<file path="src/rtl/pim_pkg.sv">
// Shared types and defaults for the PIM partial-sum accumulator slice.
package pim_pkg;

  localparam int PSUM_W_DEF = 18;
  localparam int ADDR_W_DEF = 5;
  localparam int ACC_W_DEF  = 24;

  localparam logic [ACC_W_DEF-1:0] ACC_MAX = {ACC_W_DEF{1'b1}};

  typedef enum logic [1:0] {
    ST_IDLE  = 2'd0,
    ST_ISSUE = 2'd1,
    ST_DRAIN = 2'd2,
    ST_DONE  = 2'd3
  } state_t;

endpackage

</file>
<file path="src/rtl/pim_psum_accumulator_if.sv">
// PIM macro bus plus result handshake; master is the accumulator side.
interface pim_psum_accumulator_if #(
  parameter int PSUM_W = 18,
  parameter int ADDR_W = 5,
  parameter int ACC_W  = 24
);
  logic [ADDR_W-1:0] pim_addr;
  logic              pim_en;
  logic [PSUM_W-1:0] pim_data;
  logic [ACC_W-1:0]  acc_out;
  logic              out_valid;
  logic              out_ready;
  logic              overflow;

  modport master (
    output pim_addr, pim_en, acc_out, out_valid, overflow,
    input  pim_data, out_ready
  );

  modport slave (
    input  pim_addr, pim_en, acc_out, out_valid, overflow,
    output pim_data, out_ready
  );
endinterface

</file>
<file path="src/rtl/pim_psum_accumulator_lat_tracker.sv">
// Delays the compute-enable by the macro latency so the accumulator knows
// which cycles carry a real partial sum.
module pim_lat_tracker #(
  parameter int LAT = 1
) (
  input  logic clk,
  input  logic reset,
  input  logic en,
  output logic ret_valid
);

  logic [LAT-1:0] pipe_r;

  // enable shift register; reset drops anything in flight
  always_ff @(posedge clk or posedge reset) begin
    if (reset) begin
      pipe_r <= {LAT{1'b0}};
    end else begin
      pipe_r[0] <= en;
      for (int i = 1; i < LAT; i++) begin
        pipe_r[i] <= pipe_r[i-1];
      end
    end
  end

  assign ret_valid = pipe_r[LAT-1];

endmodule

</file>
<file path="src/rtl/pim_psum_accumulator.sv">
// Sweeps PIM rows, accumulates returned partial sums with saturation and
// hands the result over a valid/ready port.
module pim_psum_accumulator
  import pim_pkg::*;
#(
  parameter int PSUM_W  = PSUM_W_DEF,
  parameter int ADDR_W  = ADDR_W_DEF,
  parameter int PIM_LAT = 1,
  parameter int ACC_W   = ACC_W_DEF
) (
  input  logic                clk,
  input  logic                reset,
  input  logic                start,
  input  logic [ADDR_W:0]     num_rows,
  output logic                busy,
  pim_psum_accumulator_if.master bus
);

  localparam logic [ADDR_W:0]   ONE_ROW  = {{ADDR_W{1'b0}}, 1'b1};
  localparam logic [ADDR_W:0]   NO_ROWS  = {(ADDR_W+1){1'b0}};
  localparam logic [ACC_W-1:0]  ACC_SAT  = {ACC_W{1'b1}};

  state_t            state_r, next_state_s;
  logic [ADDR_W:0]   rows_r;
  logic [ADDR_W:0]   ret_cnt_r;
  logic [ADDR_W-1:0] addr_r;
  logic [ACC_W-1:0]  acc_r;
  logic              overflow_r, pim_en_r, busy_r, out_valid_r;
  logic              ret_valid_s, accept_s, last_issue_s, last_ret_s;
  logic [ACC_W:0]    sum_s;

  // carry-out of the widened add flags saturation
  function automatic logic [ACC_W:0] sat_add(input logic [ACC_W-1:0] acc,
                                             input logic [PSUM_W-1:0] data);
    logic [ACC_W:0] wide;
    wide = {1'b0, acc} + {{(ACC_W+1-PSUM_W){1'b0}}, data};
    if (wide[ACC_W]) begin
      return {1'b1, ACC_SAT};
    end
    return wide;
  endfunction

  pim_lat_tracker #(.LAT(PIM_LAT)) u_lat (
    .clk       (clk),
    .reset     (reset),
    .en        (pim_en_r),
    .ret_valid (ret_valid_s)
  );

  assign accept_s     = ret_valid_s && (state_r == ST_ISSUE || state_r == ST_DRAIN);
  assign last_issue_s = ({1'b0, addr_r} == (rows_r - ONE_ROW));
  assign last_ret_s   = accept_s && ((ret_cnt_r + ONE_ROW) == rows_r);
  assign sum_s        = sat_add(acc_r, bus.pim_data);

  // next-state decode
  always_comb begin
    next_state_s = state_r;
    case (state_r)
      ST_IDLE: begin
        if (start) begin
          next_state_s = (num_rows == NO_ROWS) ? ST_DONE : ST_ISSUE;
        end else begin
          next_state_s = ST_IDLE;
        end
      end
      ST_ISSUE: begin
        if (last_issue_s) next_state_s = ST_DRAIN;
        else              next_state_s = ST_ISSUE;
      end
      ST_DRAIN: begin
        if (last_ret_s) next_state_s = ST_DONE;
        else            next_state_s = ST_DRAIN;
      end
      ST_DONE: begin
        if (bus.out_ready) next_state_s = ST_IDLE;
        else               next_state_s = ST_DONE;
      end
      default: next_state_s = ST_IDLE;
    endcase
  end

  // state, datapath and registered outputs
  always_ff @(posedge clk or posedge reset) begin
    if (reset) begin
      state_r     <= ST_IDLE;
      rows_r      <= NO_ROWS;
      ret_cnt_r   <= NO_ROWS;
      addr_r      <= {ADDR_W{1'b0}};
      acc_r       <= {ACC_W{1'b0}};
      overflow_r  <= 1'b0;
      pim_en_r    <= 1'b0;
      busy_r      <= 1'b0;
      out_valid_r <= 1'b0;
    end else begin
      state_r     <= next_state_s;
      pim_en_r    <= (next_state_s == ST_ISSUE);
      busy_r      <= (next_state_s == ST_ISSUE) || (next_state_s == ST_DRAIN);
      out_valid_r <= (next_state_s == ST_DONE);
      if (state_r == ST_IDLE && start) begin
        rows_r     <= num_rows;
        ret_cnt_r  <= NO_ROWS;
        addr_r     <= {ADDR_W{1'b0}};
        acc_r      <= {ACC_W{1'b0}};
        overflow_r <= 1'b0;
      end else begin
        // address stops at the last row so a full sweep never wraps
        if (state_r == ST_ISSUE && !last_issue_s) begin
          addr_r <= addr_r + {{(ADDR_W-1){1'b0}}, 1'b1};
        end
        if (accept_s) begin
          acc_r      <= sum_s[ACC_W-1:0];
          overflow_r <= overflow_r | sum_s[ACC_W];
          ret_cnt_r  <= ret_cnt_r + ONE_ROW;
        end
      end
    end
  end

  assign busy          = busy_r;
  assign bus.pim_en    = pim_en_r;
  assign bus.pim_addr  = addr_r;
  assign bus.acc_out   = acc_r;
  assign bus.out_valid = out_valid_r;
  assign bus.overflow  = overflow_r;

endmodule

</file>
<file path="src/flat_wrapper.sv">
// flat-port wrapper written by rule: the top's interface ports become plain ports
module pim_psum_accumulator_flat import pim_pkg::*;
#(
  parameter int PSUM_W  = PSUM_W_DEF,
  parameter int ADDR_W  = ADDR_W_DEF,
  parameter int PIM_LAT = 1,
  parameter int ACC_W   = ACC_W_DEF
)
  (clk, reset, start, num_rows, busy, bus_pim_addr, bus_pim_en, bus_acc_out, bus_out_valid, bus_overflow, bus_pim_data, bus_out_ready);
  pim_psum_accumulator_if #(.PSUM_W(PSUM_W), .ADDR_W(ADDR_W), .ACC_W(ACC_W)) bus_i ();
  input  logic clk;
  input  logic reset;
  input  logic start;
  input  logic [ADDR_W:0] num_rows;
  output logic busy;
  output wire logic [$bits(bus_i.pim_addr)-1:0] bus_pim_addr;
  output wire logic [$bits(bus_i.pim_en)-1:0] bus_pim_en;
  output wire logic [$bits(bus_i.acc_out)-1:0] bus_acc_out;
  output wire logic [$bits(bus_i.out_valid)-1:0] bus_out_valid;
  output wire logic [$bits(bus_i.overflow)-1:0] bus_overflow;
  input wire logic [$bits(bus_i.pim_data)-1:0] bus_pim_data;
  input wire logic [$bits(bus_i.out_ready)-1:0] bus_out_ready;
  assign bus_pim_addr = bus_i.pim_addr;
  assign bus_pim_en = bus_i.pim_en;
  assign bus_acc_out = bus_i.acc_out;
  assign bus_out_valid = bus_i.out_valid;
  assign bus_overflow = bus_i.overflow;
  assign bus_i.pim_data = bus_pim_data;
  assign bus_i.out_ready = bus_out_ready;
  pim_psum_accumulator #(.PSUM_W(PSUM_W), .ADDR_W(ADDR_W), .PIM_LAT(PIM_LAT), .ACC_W(ACC_W)) u_core (.clk(clk), .reset(reset), .start(start), .num_rows(num_rows), .busy(busy), .bus(bus_i));
endmodule
</file>
<file path="config.mk">
export PLATFORM = sky130hd
export DESIGN_NAME = pim_psum_accumulator_flat
export DESIGN_NICKNAME = d
export VERILOG_FILES = /design/src/rtl/pim_pkg.sv /design/src/rtl/pim_psum_accumulator_if.sv /design/src/rtl/pim_psum_accumulator_lat_tracker.sv /design/src/rtl/pim_psum_accumulator.sv /design/src/flat_wrapper.sv
export SDC_FILE = /design/constraint.sdc
export NUM_CORES = 1
export LEC_CHECK = 0
export BUFFER_PORTS_ARGS = -buffer_cell sky130_fd_sc_hd__buf_4
export CAP_MARGIN = 10
export CORE_MARGIN = 8
export CORE_UTILIZATION = 40
export CTS_CLUSTER_DIAMETER = 40
export DETAILED_ROUTE_END_ITERATION = 10
export GPL_ROUTABILITY_DRIVEN = 0
export GPL_TIMING_DRIVEN = 0
export PLACE_DENSITY_LB_ADDON = 0.05
export SYNTH_ARGS = -nofsm -noshare
export SYNTH_HDL_FRONTEND = slang
export SYNTH_SLANG_ARGS = --single-unit
export TNS_END_PERCENT = 1
</file>
<file path="constraint.sdc">
create_clock -name clk -period 2.5 [get_ports clk]
set_input_delay 0.125 -clock clk [delete_from_list [all_inputs] [get_ports clk]]
set_output_delay 0.125 -clock clk [all_outputs]
set_load 0.02 [all_outputs]
</file>
==> metrics.md <==
| Metric | Value |
|---|---|
| Cell count after synthesis | 352 |
| DRT Pass-1 Iters | 4 |
| Hold Vio Cnt, Final | 0 |
| Clock network power share | roughly an eighth |
| Share of the synthesized area in the top cell type | approximately 37% |
| Die area | ~11000 um2 |
| WS Path Type | reg2reg |
| Delay-heaviest family, CP | compound AO/OA/AOI/OAI gates |
| Count leader, synth | dfrtp_1 |
| Max Cap Viol | 0 |
| DRT antenna net count | 0 |
| Reg2reg end | u_core.bus.acc_out[0] |
| Fmax | 0.407 GHz |
| GRT overflow | 0 |
| Clock Tree Root | clkbuf_8 |
| Final net count | 480 |
| CP Data Arrival Time | 2660 ps |
| Crit-path slowest cell | dfrtp_2 |
| Clock slew at reported path FFs | 100 ps |
| R2r startpoint | u_core.bus.acc_out[0] |
| Post-Syn Area | 3280 um2 |
| Crit. End Element | register |
| Initial antenna violation count | 0 |
| Req. time, crit path | 2700 ps |
| Asr flop ratio synth | 100% |
| Reg power frac | 29.0% |
| Row cnt | 33 |
| RSZ-0062 raised after global routing | yes |
| Reg2Reg Setup Slack | 50 ps |
| CP Max Fanout | 4 |
| Status | finished clean |
| Startpoint Class | register |
| Register area share after synthesis | 36.6% |
| Max transition margin | between 60% and 70% |
| TritonCTS clock tree | built |
| Starting Density | roughly 40% |
| Ant diodes | 0 |
| Avg Cell Area, Syn | 9.32 um2 |
| CP cell instances | ha_4, fa_2, a211oi_2, o21bai_2, o41ai_4, o21ai_2, nor4b_4, nand2b_4, o221a_1 |
| Clock Tree Buf Depth | 2 |
| Largest net degree at the start of global routing | 39 |
| Register-to-Register Path Depth | 9 |
| Worst Hold End | u_core.rows_r[2] |
| Tightest hold margin | 11.2 ps |
| First-pass GRT wire length | 13.9 mm |
| Post-route core utilization | 50.5% |
| Worst hold path type | in2reg |
| Synth area leader | dfrtp_1 |
| Die Y | approximately 110 um |
| Worst-Margin Slew | ~540 ps |
| Syn nets | 409 |
| Worst Hold Launch | num_rows[2] |
| Logic pwr share | 58.9% |
| Chip Width | between 100 and 150 um |
| Design Power | 4.38 mW |
| Hold path cells | 3 |
| GRT Total Usage | ~15% |
| Peak supply drop | ~0.44 mV |
| Min Tclk post-route | 2450 ps |
| Clk sink count | 48 |
| Buffers & Inverters on Critical Path | 0 |
| Psw | 2.01 mW |
| EDFF count, synth | 0 |
| Leakage | about 1.9 nW |
| P per Cell Area | 1070 nW/um2 |
| Syn-to-layout area delta | 24.7% |
| Vias | 2846 |
| Final setup vio count | 0 |
| #FFs+latches synth | 48 |
| Crit share post-route | 98.2% |
| IO Count | 61 |
| Post-synth top cells | dfrtp_1, nand2_1, o21ai_0, a21oi_1, ha_1 |
| Vias in the first global route | 2880 |
| WL/cell | 15.5 um |
| Final number of max-transition violations | 0 |
| Synth top area cells | dfrtp_1, ha_1, xnor2_1 |
| Post-DP HPWL | between 6 and 7 mm |
| Yosys cell types | 53 |
| Sw frac | 45.9% |
| H-Tree Level Count | 2 |
| DR vias/cell | about 5.4 |
| Worst stage delay on the critical path | 450 ps |
| Setup Skew | 10.7 ps |
| Initial DRC Count | 93 |
| Num CTS Buffers | 5 |
| Core area | between 8000 and 9000 um2 |
| PortBufs | 60 |
| Share of post-route cells with drive strength above 1 | 24.3% |
| Pint | 2.37 mW |
| DRC Markers | 0 |
| Latest clock arrival within the worst-skew pair | 310 ps |
| Synth Flop Type | dfrtp_1 |
| Routed wire length | 8.22 mm |
| Yosys warns | 0 |
## logic make-up (layout without fill, tap and decap cells)
group                    after synthesis  in the layout  synth area share (%)
adder cells (fa/ha/maj)               29             29                  11.3
multiplexers                           4              4                  1.22
buffers and inverters                 21             93                  3.28
flip-flops                            48             48                  36.6
XOR/XNOR                              41             41                  10.9
AND/OR/NAND/NOR                      107            107                  16.6
AO/OA/AOI/OAI                        102            102                  20.1
## registers in the layout, indices dropped and copies added, names as in the netlist, 2 cells and up
register             flops
u_core.bus.acc_out      24
u_core.ret_cnt_r         6
u_core.rows_r            6
u_core.bus.pim_addr      5
u_core.state_r           2
## cell type report
type                            count  area [um2]
Fill cell                         803        4000
Multi-Input combinational cell    283        2040
Sequential cell                    48        1200
Timing Repair Buffer               65         503
Tap cell                          105         131
Clock buffer                        6        82.6
Buffer                              9        70.1
Inverter                           11        41.3
Clock inverter                      2        13.8
## per-layer routing
layer,up-vias,wire length (um),track usage (%)
li1,1414,-,-
met5,-,0,0
met2,72,3700,23.3
met4,0,76,3.52
met3,7,415,3.15
met1,1353,4030,20.4
## layout by cell type, fill, tap and decap left out, types with 10 or more instances in the layout
cell,n
a21oi_1,32
buf_4,63
dfrtp_1,46
ha_1,27
inv_1,10
nand2_1,36
nand4_1,11
nor2_1,22
o21ai_0,34
xnor2_1,21
xor2_1,20
## timing repair
item,CTS,global route
setup endpoints to repair,28,22
hold buffers,1,0
hold endpoints to repair,10,0
pin swaps,5,5
gates resized for setup,1,9
buffers inserted,3,0
## how the worst max path moves through the flow
stage,from,slack [ps],depth (start not counted),to
2_1_floorplan,u_core.bus.acc_out[0],-40,10,u_core.bus.acc_out[10]
3_3_place_gp,u_core.bus.acc_out[0],-320,10,u_core.bus.acc_out[10]
3_5_place_dp,u_core.bus.acc_out[0],-320,10,u_core.bus.acc_out[8]
4_1_cts,u_core.bus.acc_out[0],-3,10,u_core.bus.acc_out[16]
5_1_grt,u_core.bus.acc_out[0],-80,10,u_core.bus.acc_out[16]
6_report,u_core.bus.acc_out[0],50,9,u_core.bus.acc_out[0]
## tightest hold or removal path: cells and delay by family
kind                   cells  cell delay, ps
and+or+nand+nor            2              80
buffers and inverters      1              80
## through the flow
stage | cell area (um2) | setup WS [ps] | std cells | TNS [ps]
6_report | 4090 | 45.7 | 529 | 0
5_1_grt | 4090 | -80.0 | 529 | -848
4_1_cts | 4060 | -3.36 | 529 | -3.36
3_5_place_dp | 3930 | -324 | 518 | -5350
3_3_place_gp | 3910 | -317 | 517 | -5160
2_1_floorplan | 3320 | -37.6 | 352 | -457
## power by group through the flow
stage	sequential [mW]	clock (mW)	combinational, mW
2_1_floorplan	1.41	0	1.66
3_3_place_gp	1.27	0	2.48
3_5_place_dp	1.28	0	2.50
4_1_cts	1.27	0.544	2.55
5_1_grt	1.31	0.566	2.90
6_report	1.27	0.528	2.58
(Power assumes the default switching activity.)
